<file path="config.mk">
export PLATFORM = sky130hd
export DESIGN_NAME = sync_fifo
export DESIGN_NICKNAME = d
export VERILOG_FILES = /design/src/rtl/fifo_pkg.sv /design/src/rtl/fifo_dpram.sv /design/src/rtl/sync_fifo.sv
export SDC_FILE = /design/constraint.sdc
export NUM_CORES = 1
export LEC_CHECK = 0
export BUFFER_PORTS_ARGS = -buffer_cell sky130_fd_sc_hd__buf_2
export CORE_UTILIZATION = 41
export DETAILED_ROUTE_END_ITERATION = 16
export SLEW_MARGIN = 5
export SYNTH_ARGS = -nofsm -noshare
export SYNTH_HDL_FRONTEND = slang
export SYNTH_SLANG_ARGS = --single-unit
</file>
<file path="constraint.sdc">
create_clock -name CLK -period 2.9 [get_ports CLK]
set_input_delay 0 -clock CLK [delete_from_list [all_inputs] [get_ports CLK]]
set_output_delay 0 -clock CLK [all_outputs]
set_load 0.005 [all_outputs]
</file>
<file path="src/rtl/fifo_pkg.sv">
// ============================================================================
// fifo_pkg
// Shared constants, pointer-width helper and status-flag grouping for the
// single-clock FIFO family.
// Revision: 1.0
// ============================================================================
`default_nettype none

package fifo_pkg;

  localparam int DEFAULT_WIDTH = 8;
  localparam int DEFAULT_DEPTH = 8;

  // Pointer width: address bits plus one wrap bit.
  function automatic int ptr_width(input int depth);
    return $clog2(depth) + 1;
  endfunction

  // Occupancy-derived status flags, all decoded from the registered count.
  typedef struct packed {
    logic full;
    logic empty;
    logic almost_full;
    logic almost_empty;
  } fifo_status_t;

endpackage

`default_nettype wire

</file>
<file path="src/rtl/fifo_dpram.sv">
// ============================================================================
// fifo_dpram
// FIFO storage: synchronous write port, asynchronous read port, and an
// asynchronous active-low clear of every entry.
// Revision: 1.0
// ============================================================================
`default_nettype none

module fifo_dpram #(
  parameter int WIDTH  = 8,
  parameter int ADDR_W = 3
) (
  input  logic              clk,
  input  logic              rst_n,
  input  logic              we,
  input  logic [ADDR_W-1:0] waddr,
  input  logic [WIDTH-1:0]  wdata,
  input  logic [ADDR_W-1:0] raddr,
  output logic [WIDTH-1:0]  rdata
);

  localparam int DEPTH = 1 << ADDR_W;

  logic [WIDTH-1:0] mem [DEPTH];

  // Store the write word; reset wipes every entry so stale reads return 0.
  always_ff @(posedge clk or negedge rst_n) begin
    if (!rst_n) begin
      for (int i = 0; i < DEPTH; i++) begin
        mem[i] <= '0;
      end
    end else if (we) begin
      mem[waddr] <= wdata;
    end
  end

  // Show-ahead read straight from storage.
  assign rdata = mem[raddr];

endmodule

`default_nettype wire

</file>
<file path="src/rtl/sync_fifo.sv">
// ============================================================================
// sync_fifo
// Single-clock first-word-fall-through FIFO with occupancy count, full/empty
// and programmable almost-full/almost-empty flags.
// Optional feature macro: SYNC_FIFO_ERR_EN adds sticky OVF/UDF flags and
// the ERR_CLR input.
// Revision: 1.0
// ============================================================================
`default_nettype none

module sync_fifo
  import fifo_pkg::*;
#(
  parameter int WIDTH    = DEFAULT_WIDTH,
  parameter int DEPTH    = DEFAULT_DEPTH,
  parameter int AF_LEVEL = DEPTH - 2,
  parameter int AE_LEVEL = 2
) (
  input  logic                   CLK,
  input  logic                   RST,
  input  logic [WIDTH-1:0]       W_DATA,
  input  logic                   W_INC,
  input  logic                   R_INC,
  output logic [WIDTH-1:0]       R_DATA,
  output logic                   W_FULL,
  output logic                   R_EMPTY,
  output logic                   ALMOST_FULL,
  output logic                   ALMOST_EMPTY,
  output logic [$clog2(DEPTH):0] COUNT
`ifdef SYNC_FIFO_ERR_EN
  ,
  input  logic                   ERR_CLR,
  output logic                   OVF,
  output logic                   UDF
`endif
);

  localparam int ADDRESS = $clog2(DEPTH);
  localparam int PTR_W   = ptr_width(DEPTH);

  localparam logic [PTR_W-1:0] ONE      = PTR_W'(1);
  localparam logic [PTR_W-1:0] FULL_CNT = PTR_W'(DEPTH);
  localparam logic [PTR_W-1:0] AF_CNT   = PTR_W'(AF_LEVEL);
  localparam logic [PTR_W-1:0] AE_CNT   = PTR_W'(AE_LEVEL);

  logic [PTR_W-1:0] wr_ptr;
  logic [PTR_W-1:0] rd_ptr;
  logic [PTR_W-1:0] count;
  fifo_status_t     status;
  logic             wr_acc;
  logic             rd_acc;

  // Acceptance uses the registered flags, so a full FIFO still takes a read
  // and an empty FIFO still takes a write in the same cycle.
  assign wr_acc = W_INC && !status.full;
  assign rd_acc = R_INC && !status.empty;

  // Decode all status flags from the registered occupancy.
  always_comb begin
    status              = '0;
    status.full         = (count == FULL_CNT);
    status.empty        = (count == '0);
    status.almost_full  = (count >= AF_CNT);
    status.almost_empty = (count <= AE_CNT);
  end

  // Advance pointers on accepted requests; the MSB toggles on wrap.
  always_ff @(posedge CLK or negedge RST) begin
    if (!RST) begin
      wr_ptr <= '0;
      rd_ptr <= '0;
    end else begin
      if (wr_acc) wr_ptr <= wr_ptr + ONE;
      if (rd_acc) rd_ptr <= rd_ptr + ONE;
    end
  end

  // Track occupancy: only one-sided accepts change the count.
  always_ff @(posedge CLK or negedge RST) begin
    if (!RST) begin
      count <= '0;
    end else begin
      case ({wr_acc, rd_acc})
        2'b10:   count <= count + ONE;
        2'b01:   count <= count - ONE;
        default: count <= count;
      endcase
    end
  end

  fifo_dpram #(
    .WIDTH  (WIDTH),
    .ADDR_W (ADDRESS)
  ) u_mem (
    .clk   (CLK),
    .rst_n (RST),
    .we    (wr_acc),
    .waddr (wr_ptr[ADDRESS-1:0]),
    .wdata (W_DATA),
    .raddr (rd_ptr[ADDRESS-1:0]),
    .rdata (R_DATA)
  );

  assign W_FULL       = status.full;
  assign R_EMPTY      = status.empty;
  assign ALMOST_FULL  = status.almost_full;
  assign ALMOST_EMPTY = status.almost_empty;
  assign COUNT        = count;

`ifdef SYNC_FIFO_ERR_EN
  logic ovf;
  logic udf;

  // Sticky error flags; a new error in the clear cycle keeps the flag set.
  always_ff @(posedge CLK or negedge RST) begin
    if (!RST) begin
      ovf <= 1'b0;
      udf <= 1'b0;
    end else begin
      ovf <= (W_INC && status.full)  || (ovf && !ERR_CLR);
      udf <= (R_INC && status.empty) || (udf && !ERR_CLR);
    end
  end

  assign OVF = ovf;
  assign UDF = udf;
`endif

endmodule

`default_nettype wire

</file>
Word level (Yosys, flattened, before mapping) --
Cells that the tools add are included. W data, S select, Z words.
Word-level totals: register bits 76, input bits 12, output and inout port bits 16, logic and storage cells 39
Cells by class: add/sub/neg operators 4, magnitude comparators 5, eq/ne operators 3, mux-type cells 7, bitwise logic cells 2, reductions and logical operators 7
Operators by type and width (count):
- $bwmux W64 | 1
- $bmux W8 S3 | 1
- $demux W8 S3 | 1
- $mux W8 | 3
- $add A4 B1 Y4 const B | 3
- $ge A4 B4 Y1 const B | 2
- $not A3 Y4 | 2
- $pmux W4 S2 | 1
- $eq A4 B4 Y1 const B | 1
- $ge A4 B3 Y1 const B | 1
- $le A4 B2 Y1 const B | 1
- $logic_not A4 Y1 | 1
- $lt A4 B1 Y1 const B | 1
- $sub A4 B1 Y4 const B | 1
- $logic_and A1 B1 Y1 | 3
- $eq A2 B1 Y1 const B | 1
- $eq A2 B2 Y1 const B | 1
- $logic_not A1 Y1 | 2
- $reduce_bool A2 Y1 | 1

Longest topological paths before layout --
word-level depth 6, mapped depth 9, mapped depth without buffers 7

Modules after synthesis --
A second synthesis with hierarchy kept.
Unflattened totals: cells, all modules 230, area total of the unflattened synthesis 3618.5 µm²
Modules (own cells, without submodules):
- fifo_dpram | times used 1, cells each 172, area each 2992.9 µm², seq. area each 1601.5 µm²
- sync_fifo | times used 1, cells each 58, area each 625.6 µm², seq. area each 250.2 µm²

Least setup slack after synthesis --
Ideal clock, no wire load.
kind reg-to-reg, start point register count[0] (netlist: COUNT[0]), end point register count[3] (netlist: COUNT[3]), setup time 0.134 ns, arrival time 2.771 ns, required time 2.766 ns, slack -0.005 ns, cell stages (with the launch flop) 10, path buffers 2, period minus slack after synthesis 2.905 ns, cell sequence dfrtp_1 buf_4 or4b_4 buf_6 nand2_1 ha_1 ha_1 or4b_2 o311ai_0 o211ai_1
Between the ends: cells in the longest elaborated chain, start to end 5, elaborated cells between the ends (all ways) 12, classes of those cells 2 x add/sub; 3 x eq/ne; 1 x mux; 6 x reduce/logical
RTL lines:
- start: declaration | RTL line sync_fifo.sv:48 | logic [PTR_W-1:0] count;
- start signal: assignment | RTL line sync_fifo.sv:84 | 2'b10: count <= count + ONE;
- start signal: assignment | RTL line sync_fifo.sv:85 | 2'b01: count <= count - ONE;
- start signal: assignment | RTL line sync_fifo.sv:86 | default: count <= count;
- $eq A4 B4 Y1 or $logic_not A4 Y1 (tied branches) | RTL line sync_fifo.sv:61, sync_fifo.sv:62
- $logic_not A1 Y1 (on tied branches) | RTL line sync_fifo.sv:55, sync_fifo.sv:56
- $logic_and A1 B1 Y1 (on tied branches) | RTL line sync_fifo.sv:55, sync_fifo.sv:56
- $eq A2 B1 Y1 or $eq A2 B2 Y1 (tied branches) | RTL line sync_fifo.sv:83 | case ({wr_acc, rd_acc})
- $pmux W4 S2 or $reduce_bool A2 Y1 (tied branches)
Several ways; a longest one is shown, not always the timed one. A chain may end at the register's enable or synchronous reset.

Worst setup path after layout --
start point register count[0] (netlist: COUNT[0]), end point register count[3] (netlist: COUNT[3])
Between the ends: cells in the longest elaborated chain, start to end 5, elaborated cells between the ends (all ways) 12, classes of those cells 2 x add/sub; 3 x eq/ne; 1 x mux; 6 x reduce/logical
RTL lines:
- $logic_not A4 Y1 * | RTL line sync_fifo.sv:62 | status.empty = (count == '0);
- $logic_not A1 Y1 * | RTL line sync_fifo.sv:56 | assign rd_acc = R_INC && !status.empty;
- $logic_and A1 B1 Y1 * | RTL line sync_fifo.sv:56
- named net rd_acc | RTL line sync_fifo.sv:51 | logic rd_acc;
- $eq A2 B1 Y1 or $eq A2 B2 Y1 (tied branches) | RTL line sync_fifo.sv:83
- $pmux W4 S2 or $reduce_bool A2 Y1 (tied branches)
The timed path passes the listed nets; every way through them passes the cells marked *.

==> metrics.cfg <==
[status]
status=finished clean

[cells_and_area]
drive_gt1_frac=0.5523
final_nets=290
synthToLayoutAreaGrowth_pct=16.17
diodes=0
multi_input_area_um2=1708
mostFrequentLayoutCells=74 x dfrtp_1, 74 x mux2_2, 26 x buf_2
num-fill-cells=738
final_area_um2=4225
seq_area_um2=1852

[clocking]
clk_pin_slew_worst_paths_ns=0.07
cts_root_buffer=clkbuf_8
cts_tree=built
numCtsBuffers=9
htreeDepth=3
clk_latency_ns=0.35
cts_buffer_depth=2
cts.sinks=74

[job]
maxCapViolCount=0

[detailed_routing]
drtPass1Iterations=4
top_layer=met4
routedWlPerCell_um=18.50
ant_nets=0
met3_length_um=188
vias_per_cell=5.393
drt-met1-wl_mm=3.308
wl_mm=7.067
dr_total_vias=2060
drt_iter0_markers=46
wl_met2_mm=3.477
drcViolationCount=0

[synth]
synth_top_area_cell=dfrtp_1
synth_edf_count=0
yosysUniqueCellTypes=35
synth_cells=230
syn_nets=248
synth_top_family_by_area=multiplexers
ys_ff_latch=74
yosys.area_share.simple=0.07981
muxShareOfSynthArea=0.3309
synthXorXnorAreaFrac=0.01445
avgSynthCellArea_um2=15.81
synth_top_flop_cell=dfrtp_1
ys_seq_area_frac=0.5091
yosysWarnings=0
synthAdderAreaFrac=0.02270
yosys-top-cells-area=dfrtp_1 51%, mux2_2 23%, mux4_2 9.9%
syn_area_um2=3637
synth_top_area_share=0.5091
synth_compound_gate_area_share=0.01823
postSynth.asyncResetShare=1.000

[global_routing]
grt-ovfl-total=0
antenna_found_initial=0
grt_pass1_wl_mm=11.31
grt_pass1_vias=2108
track_usage=0.1743
grt_start_max_net_pins=75

[pwr]
power_density_nw_per_um2=1161
finalPower_mw=4.904
ir_drop_mv=0.4175
p_leak_nw=1.874

[floorplanning]
fp.coreArea_um2=8382
core.rowCount=33
initial_core_util=0.4339
io_pins=28
fp.dieW_um=96.19
dieArea_um2=9252
die_y_um=96.19

[worst_setup_path]
cp-start-kind=flip-flop
cp_max_fo=9
worst-path-stages=7
worst_ep_required_time_ns=3.11
timing.rr.start=COUNT[0]
critical_path.top_delay_family=compound AO/OA/AOI/OAI gates
crit_type=flip-flop to flip-flop
r2r_end=COUNT[3]
crit_path_end_kind=flip-flop
worstPathCellList=o41ai_1 -> inv_1 -> ha_4 -> ha_1 -> or4b_2 -> o311ai_0 -> o211ai_1
slowest_delay_ns=0.65
reg2regPathDepth=7
cp_slowest_cell=or4b_2
reg2reg_slack_ns=0.16
crit_arrival_ns=2.95
cp_num_buf_inv=1

[timing]
fin_crit_ns=2.737
slew_headroom=0.3755
hold_violations=0
post-route-period-util=0.9439
skew_ns=0.01005
final_max_slew_viol_count=0
timing.fmax_ghz=0.3653
setup_viol=0
worst_slew_pin_slew_ns=0.9368

[min_path]
whs_path_depth=2
holdPathEnd=u_mem.mem[60]
hold_start=W_DATA[4]
hp-class=input port to flip-flop

[placement]
dp_hpwl_mm=4.399
place_area_um2=3906
routabilityCongestion=0.7010
port_buffers=27

[metrics by stage]
| step | setup slack, ns | std cells | hold slack, ns | utilization | TNS (ns) |
|---|---|---|---|---|---|
| after CTS | 0.1160 | 382 | 0.003190 | 0.5029 | 0 |
| after floorplan | 0.04202 | 230 | -0.2956 | - | 0 |
| after global placement | 0.2389 | 358 | 0.2136 | 0.4660 | 0 |
| final | 0.1627 | 382 | 0.01356 | 0.5041 | 0 |
| after global routing | -0.01159 | 382 | 0.003911 | 0.5041 | -0.01159 |
| after detailed placement | 0.1245 | 358 | 0.2091 | 0.4660 | 0 |
[logic make-up after synthesis]
family / Yosys count
buffers and inverters: 17
AND/OR/NAND/NOR: 27
AO/OA/AOI/OAI: 9
flip-flops: 74
multiplexers: 91
XOR/XNOR: 6
adder cells (fa/ha/maj): 6
[flip-flops by register name, summed over array words and instances (netlist names)]
| register | count |
|---|---|
| rd_ptr | 3 |
| COUNT | 4 |
| wr_ptr | 3 |
| u_mem.mem | 64 |
[power breakdown]
part | switching (mW) | internal [mW]
clock | 0.381 | 0.532
sequential | 0.421 | 1.56
combinational | 0.713 | 1.30
[routing by layer]
layer | GRT usage | vias up
li1 | - | 956
met1 | 0.2317 | 1070
met2 | 0.2748 | 28
met3 | 0.04265 | 6
met4 | 0.06716 | 0
met5 | 0 | -
[layout make-up]
cell class              count  area share
clock buffers              12     0.03672
clock inverters             4     0.01747
inverters                   6    0.005330
multi-input cells         139      0.4042
flip-flops and latches     74      0.4383
well taps                 105     0.03109
repair buffers             42     0.06692
[synthesized netlist by cell type (all sizes together) (3+ instances only)]
library cell	n
buf	7
dfrtp	74
inv	6
mux4	16
nand4b	4
nor3b	3
mux2	74
nand3	3
clkbuf	4
nand2	6
xnor2	5
ha	5
nand4	4
[worst max-delay path by stage]
stage | slack, ns | startpoint | end
2_1_floorplan | 0.04 | COUNT[0] | COUNT[3]
3_3_place_gp | 0.24 | COUNT[2] | COUNT[3]
3_5_place_dp | 0.12 | COUNT[0] | COUNT[3]
4_1_cts | 0.12 | COUNT[0] | COUNT[3]
5_1_grt | -0.01 | COUNT[0] | COUNT[3]
6_report | 0.16 | COUNT[0] | COUNT[3]
[repair_timing]
item | in CTS | in global routing
endpoints found under the setup margin | 0 | 1
resized for setup | 0 | 1
endpoints found under the hold margin | 118 | 0
setup buffers | 0 | 0
hold buffers | 8 | 0
Note: power is estimated with default switching activity, not from simulation.
